### config.mk
export PLATFORM = sky130hd
export DESIGN_NAME = dm_arbiter
export DESIGN_NICKNAME = d
export VERILOG_FILES = /design/src/rtl/dm_arbiter.sv
export SDC_FILE = /design/constraint.sdc
export NUM_CORES = 1
export LEC_CHECK = 0
export BUFFER_PORTS_ARGS = -buffer_cell sky130_fd_sc_hd__buf_2
export CORE_UTILIZATION = 40
export DETAILED_ROUTE_END_ITERATION = 6
export PLACE_DENSITY_LB_ADDON = 0.15
export SLEW_MARGIN = 20
export SYNTH_ARGS = -nofsm -noshare
export SYNTH_HDL_FRONTEND = slang
export SYNTH_SLANG_ARGS = --single-unit
### constraint.sdc
create_clock -name clk -period 3.8 [get_ports clk]
set_input_delay 0 -clock clk [delete_from_list [all_inputs] [get_ports clk]]
set_output_delay 0 -clock clk [all_outputs]
set_load 0.02 [all_outputs]
### src/rtl/dm_arbiter.sv
// dm_arbiter: round-robin owner of the data memory port,
// shared by the CPU load/store path (M0) and the debug/DMA loader (M1).
module dm_arbiter #(
  parameter int DEPTH = 128,
  parameter int AW    = 9
) (
  input  logic          clk,
  input  logic          rstn,
  input  logic          m0_req,
  input  logic          m0_we,
  input  logic [AW-1:0] m0_addr,
  input  logic [31:0]   m0_wdata,
  input  logic [2:0]    m0_type,
  output logic          m0_done,
  output logic          m0_err,
  output logic [31:0]   m0_rdata,
  input  logic          m1_req,
  input  logic          m1_we,
  input  logic [AW-1:0] m1_addr,
  input  logic [31:0]   m1_wdata,
  input  logic [2:0]    m1_type,
  output logic          m1_done,
  output logic          m1_err,
  output logic [31:0]   m1_rdata,
  output logic          dm_DMWr,
  output logic [AW-1:0] dm_addr,
  output logic [31:0]   dm_din,
  output logic [2:0]    dm_DMType,
  input  logic [31:0]   dm_dout,
  output logic          busy
);

  localparam logic [2:0] DM_WORD   = 3'b000;
  localparam logic [2:0] DM_HALF   = 3'b001;
  localparam logic [2:0] DM_HALF_U = 3'b010;
  localparam logic [2:0] DM_BYTE   = 3'b011;
  localparam logic [2:0] DM_BYTE_U = 3'b100;

  localparam logic [AW:0] LIMIT = (AW+1)'(DEPTH);
  localparam logic [AW:0] ONE   = (AW+1)'(1);

  typedef enum logic [1:0] {
    S_IDLE,
    S_ACCESS,
    S_RESP
  } state_t;

  state_t        r_state;
  state_t        w_next;

  logic          r_last_gnt;
  logic          r_owner;
  logic          r_we;
  logic [AW-1:0] r_addr;
  logic [31:0]   r_wdata;
  logic [2:0]    r_type;
  logic [31:0]   r_rdata0;
  logic [31:0]   r_rdata1;

  logic          w_any;
  logic          w_win;
  logic          w_we;
  logic [AW-1:0] w_addr;
  logic [31:0]   w_wdata;
  logic [2:0]    w_type;

  logic          w_type_ok;
  logic          w_align_ok;
  logic          w_range_ok;
  logic          w_bad;
  logic [AW:0]   w_size;
  logic [AW:0]   w_last;

  logic          w_grant;
  logic          w_capture;

  // Winner selection: a lone request wins, a tie goes away from last_gnt.
  always_comb begin
    w_any = m0_req | m1_req;
    if (m0_req & m1_req) begin
      w_win = ~r_last_gnt;
    end else begin
      w_win = m1_req;
    end
    w_we    = w_win ? m1_we    : m0_we;
    w_addr  = w_win ? m1_addr  : m0_addr;
    w_wdata = w_win ? m1_wdata : m0_wdata;
    w_type  = w_win ? m1_type  : m0_type;
  end

  // Legality of the latched access: type, alignment and byte range.
  always_comb begin
    w_type_ok  = 1'b1;
    w_align_ok = 1'b1;
    w_size     = ONE;
    case (r_type)
      DM_WORD: begin
        w_size     = (AW+1)'(4);
        w_align_ok = (r_addr[1:0] == 2'b00);
      end
      DM_HALF, DM_HALF_U: begin
        w_size     = (AW+1)'(2);
        w_align_ok = ~r_addr[0];
      end
      DM_BYTE, DM_BYTE_U: begin
        w_size     = ONE;
      end
      default: begin
        w_type_ok  = 1'b0;
      end
    endcase
    w_last     = {1'b0, r_addr} + w_size - ONE;
    w_range_ok = (w_last < LIMIT);
    w_bad      = ~(w_type_ok & w_align_ok & w_range_ok);
  end

  // State register.
  always_ff @(posedge clk or negedge rstn) begin
    if (!rstn) begin
      r_state <= S_IDLE;
    end else begin
      r_state <= w_next;
    end
  end

  // Next state: IDLE -> ACCESS -> RESP -> IDLE, one cycle each.
  always_comb begin
    w_next    = r_state;
    w_grant   = 1'b0;
    w_capture = 1'b0;
    unique case (r_state)
      S_IDLE: begin
        if (w_any) begin
          w_grant = 1'b1;
          w_next  = S_ACCESS;
        end
      end
      S_ACCESS: begin
        w_capture = ~r_we & ~w_bad;
        w_next    = S_RESP;
      end
      S_RESP: begin
        w_next = S_IDLE;
      end
      default: begin
        w_next = S_IDLE;
      end
    endcase
  end

  // Request latch and round-robin pointer, loaded on grant only.
  always_ff @(posedge clk or negedge rstn) begin
    if (!rstn) begin
      r_last_gnt <= 1'b1;
      r_owner    <= 1'b0;
      r_we       <= 1'b0;
      r_addr     <= '0;
      r_wdata    <= '0;
      r_type     <= '0;
    end else if (w_grant) begin
      r_last_gnt <= w_win;
      r_owner    <= w_win;
      r_we       <= w_we;
      r_addr     <= w_addr;
      r_wdata    <= w_wdata;
      r_type     <= w_type;
    end
  end

  // Load data return, captured at the close of a legal load access.
  always_ff @(posedge clk or negedge rstn) begin
    if (!rstn) begin
      r_rdata0 <= '0;
      r_rdata1 <= '0;
    end else if (w_capture) begin
      if (r_owner) begin
        r_rdata1 <= dm_dout;
      end else begin
        r_rdata0 <= dm_dout;
      end
    end
  end

  // Memory port and requester strobes decoded from the live state,
  // so an async reset drops the write enable at once.
  always_comb begin
    dm_DMWr   = (r_state == S_ACCESS) & r_we & ~w_bad;
    dm_addr   = r_addr;
    dm_din    = r_wdata;
    dm_DMType = r_type;
    busy      = (r_state != S_IDLE);
    m0_done   = (r_state == S_RESP) & ~r_owner & ~w_bad;
    m0_err    = (r_state == S_RESP) & ~r_owner &  w_bad;
    m1_done   = (r_state == S_RESP) &  r_owner & ~w_bad;
    m1_err    = (r_state == S_RESP) &  r_owner &  w_bad;
    m0_rdata  = r_rdata0;
    m1_rdata  = r_rdata1;
  end

endmodule

==> metrics.md <==
| Metric | Value |
|---|---|
| Status | `finished clean` |
| Antenna Cells | `0` |
| Multi-input gate area | `2006 um2` |
| CTS tree | `done` |
| Worst min-delay path category | `input pin to flip-flop` |
| Worst Tran Pin Value | `0.7489 ns` |
| Post-DP Area | `roughly 6300 um2` |
| CP required | `4.08 ns` |
| CTS root buf | `clkbuf_16` |
| H-tree levels | `4` |
| Syn_nets | `around 540` |
| CP max FO | `32` |
| FF-to-FF path depth | `10` |
| Port-buffer cells | `~240` |
| Number of fill cells | `924` |
| First-pass GRT wire length | `around 22000 um` |
| Cells after Synth | `402` |
| Synth Cell Area | `4997 um2` |
| Post-DRT Antenna Nets | `0` |
| Dpl hpwl | `9054 um` |
| Final setup violation count | `0` |
| Worst hold path startpoint | `m0_addr[8]` |
| Clock Sinks | `113` |
| RSZ-0062 raised after global routing | `no` |
| Initial Util | `41.26%` |
| Post-CTS Resized | `0` |
| Site Rows | `40` |
| WHS Path Cells | `3` |
| Antenna violations before repair | `0` |
| Synth async-reset ratio | `100.0%` |
| Min Tclk post-route | `3.310 ns` |
| Clk_skew | `0.006417 ns` |
| Predominant post-synthesis flop cell | `dfrtp_1` |
| Number of synthesized flops with an enable pin | `0` |
| Most common cell after layout, fill and taps aside | `buf_2` |
| Routed vias/inst | `around 4.7` |
| Leakage Power | `0.003943 uW` |
| Final Cycle Share | `87.11%` |
| First-pass DRT Iterations | `4` |
| Gr ovfl total | `0` |
| Fmax | `302.1 MHz` |
| Sequential share of the synthesized area | `between 50 and 60%` |
| Max Cap Violations | `0` |
| Layout cells sized above 1 | `41.21%` |
| Reg2reg end | `m0_rdata[28]` |
| Largest net degree at the start of global routing | `82` |
| IO Count | `240` |
| R2R setup slack | `about 0.49 ns` |
| FF/Latch Area | `2829 um2` |
| Slew HR | `roughly 50%` |
| Clock Pin Slew Worst Setup and Hold Paths | `about 0.050 ns` |
| Via count | `between 4000 and 5000` |
| Peak VDD IR | `452.7 uV` |
| DRT iter0 DRCs | `187` |
| Mapped Avg Cell Area | `12.43 um2` |
| Crit path arrival time | `3.59 ns` |
| Vias in the first global route | `4536` |
| DRC | `0` |
| Worst setup EP type | `flip-flop` |
| PD cells | `roughly 840 nW/um2` |
| NumNets Final | `approximately 900` |
| Area growth syn-to-layout | `64.62%` |
| Flop and latch count out of synthesis | `approximately 110` |
| CTS Buf Count | `17` |
| Worst r2r src | `dm_DMType[1]` |
| Critical path origin | `dm_DMType[1]` |
| Detailed-route wire length per cell | `14.90 um` |
| Most frequent cells in the layout | `238 x buf_2, 123 x dlygate4sd3_1, 112 x dfrtp_1` |
| Post-route cell area | `~8000 um2` |
| Kind of critical path | `flip-flop to flip-flop` |
| RePlAce Congestion | `0.7092` |
| Die width | `113.8 um` |
| Hold path endpoint | `dm_addr[8]` |
| Die footprint | `12940 um2` |
| Final Hold Vio Count | `0` |
| Ys Warns | `0` |
| Post-Route Setup TNS | `0 ns` |
| GRT Util Overall | `22.54%` |
| Post-Route WL | `about 14000 um` |
| Die H | `113.8 um` |
| Startpoint type of the worst setup path | `flip-flop` |
| Clock buffer depth | `2` |
| Clk_lat worst skew | `0.41 ns` |
| Final Max Slew Viols | `0` |
| Post-CTS setup buffers | `0` |
| Post-synthesis cell type count | `37` |
| Core area | `12110 um2` |
## report_power, final
group	internal [uW]	switching, uW
registers	1820	366
clock network	1200	547
logic	1210	1780
## critical path, cell delays in order, from the launching register on
cell      delay (ns)
dfrtp_1         0.44
or3_1           0.39
ha_1            0.29
inv_1           0.05
ha_1            0.27
nand2b_1        0.05
o21ai_1         0.16
nand2b_1        0.11
a211oi_4        0.44
nand3_4         0.49
mux2_1          0.49
## through the flow
| stage | hold WS [ns] | cells | setup WS (ns) | utilization, % | total power (uW) |
|---|---|---|---|---|---|
| after floorplan | -0.2956 | 402 | 0.9137 | - | 4011 |
| after global placement | 0.2104 | 792 | 0.5371 | 52.26 | 4927 |
| after detailed placement | 0.2261 | 792 | 0.4191 | 52.26 | 5018 |
| after CTS | 0.002148 | 947 | 0.3967 | 67.89 | 6961 |
| after global routing | 0.007427 | 947 | 0.1564 | 67.92 | 7357 |
| final | 0.01467 | 947 | 0.4897 | 67.92 | 6917 |
## worst max path at each step
stage / endpoint / slack [ns] / cells past startpoint
6_report: m0_rdata[28] / 0.49 / 10
5_1_grt: m1_rdata[20] / 0.16 / 10
4_1_cts: m0_rdata[26] / 0.40 / 10
3_5_place_dp: m0_rdata[15] / 0.42 / 10
3_3_place_gp: m0_rdata[28] / 0.54 / 10
2_1_floorplan: m0_rdata[25] / 0.91 / 11
## cell type report
type,instances,share of cell area [%]
Clock buffer,20,5.551
Multi-Input combinational cell,253,24.38
Sequential cell,113,34.39
Clock inverter,12,2.494
Timing Repair Buffer,366,29.95
Inverter,15,0.6844
Tap cell,168,2.555
## per-layer routing
metal	part of all wire, %	vias up	global-route usage (%)
met5	0	-	0
met4	2.7	0	10.39
met3	6.8	30	6.376
met2	49	189	38.33
met1	41	2114	26.49
li1	-	2131	-
## repair_timing
item / in CTS / in global routing
endpoints found under the hold margin: 190 / 0
endpoints found under the setup margin: 0 / 0
hold buffers: 123 / 0
## Yosys cell counts, types with 2 or more instances
library cell | number | area share [%]
a21oi_1 | 48 | 4.8
a31oi_1 | 2 | 0.25
and4b_1 | 2 | 0.40
buf_1 | 4 | 0.30
buf_6 | 6 | 1.4
clkbuf_1 | 10 | 0.75
dfrtp_1 | 112 | 56
ha_1 | 9 | 2.3
inv_1 | 15 | 1.1
mux2_1 | 24 | 5.4
mux2_2 | 40 | 9.0
mux2i_1 | 45 | 9.0
nand2_1 | 4 | 0.30
nand2b_1 | 2 | 0.25
nand3_4 | 2 | 0.70
nor2_1 | 52 | 3.9
nor2b_1 | 2 | 0.25
nor4b_1 | 2 | 0.35
o21ai_0 | 3 | 0.30
## logic make-up (layout without fill, tap and decap cells)
group / count (synthesis) / count (layout) / share of synthesized area, %
compound gates: 63 / 63 / 7.111
mux: 109 / 109 / 23.44
xor+xnor: 1 / 1 / 0.1753
buf+inv: 36 / 413 / 3.630
simple gates: 71 / 71 / 6.785
fa+ha+maj: 9 / 9 / 2.253
flops: 113 / 113 / 56.61
## registers in the layout (all words and copies together), names as in the netlist
| name | cells |
|---|---|
| r_state | 2 |
| dm_addr | 9 |
| r_last_gnt | 1 |
| m1_rdata | 32 |
| r_owner | 1 |
| m0_rdata | 32 |
| dm_DMType | 3 |
| dm_din | 32 |
| r_we | 1 |
No activity file was read; power rests on OpenSTA's default activity.
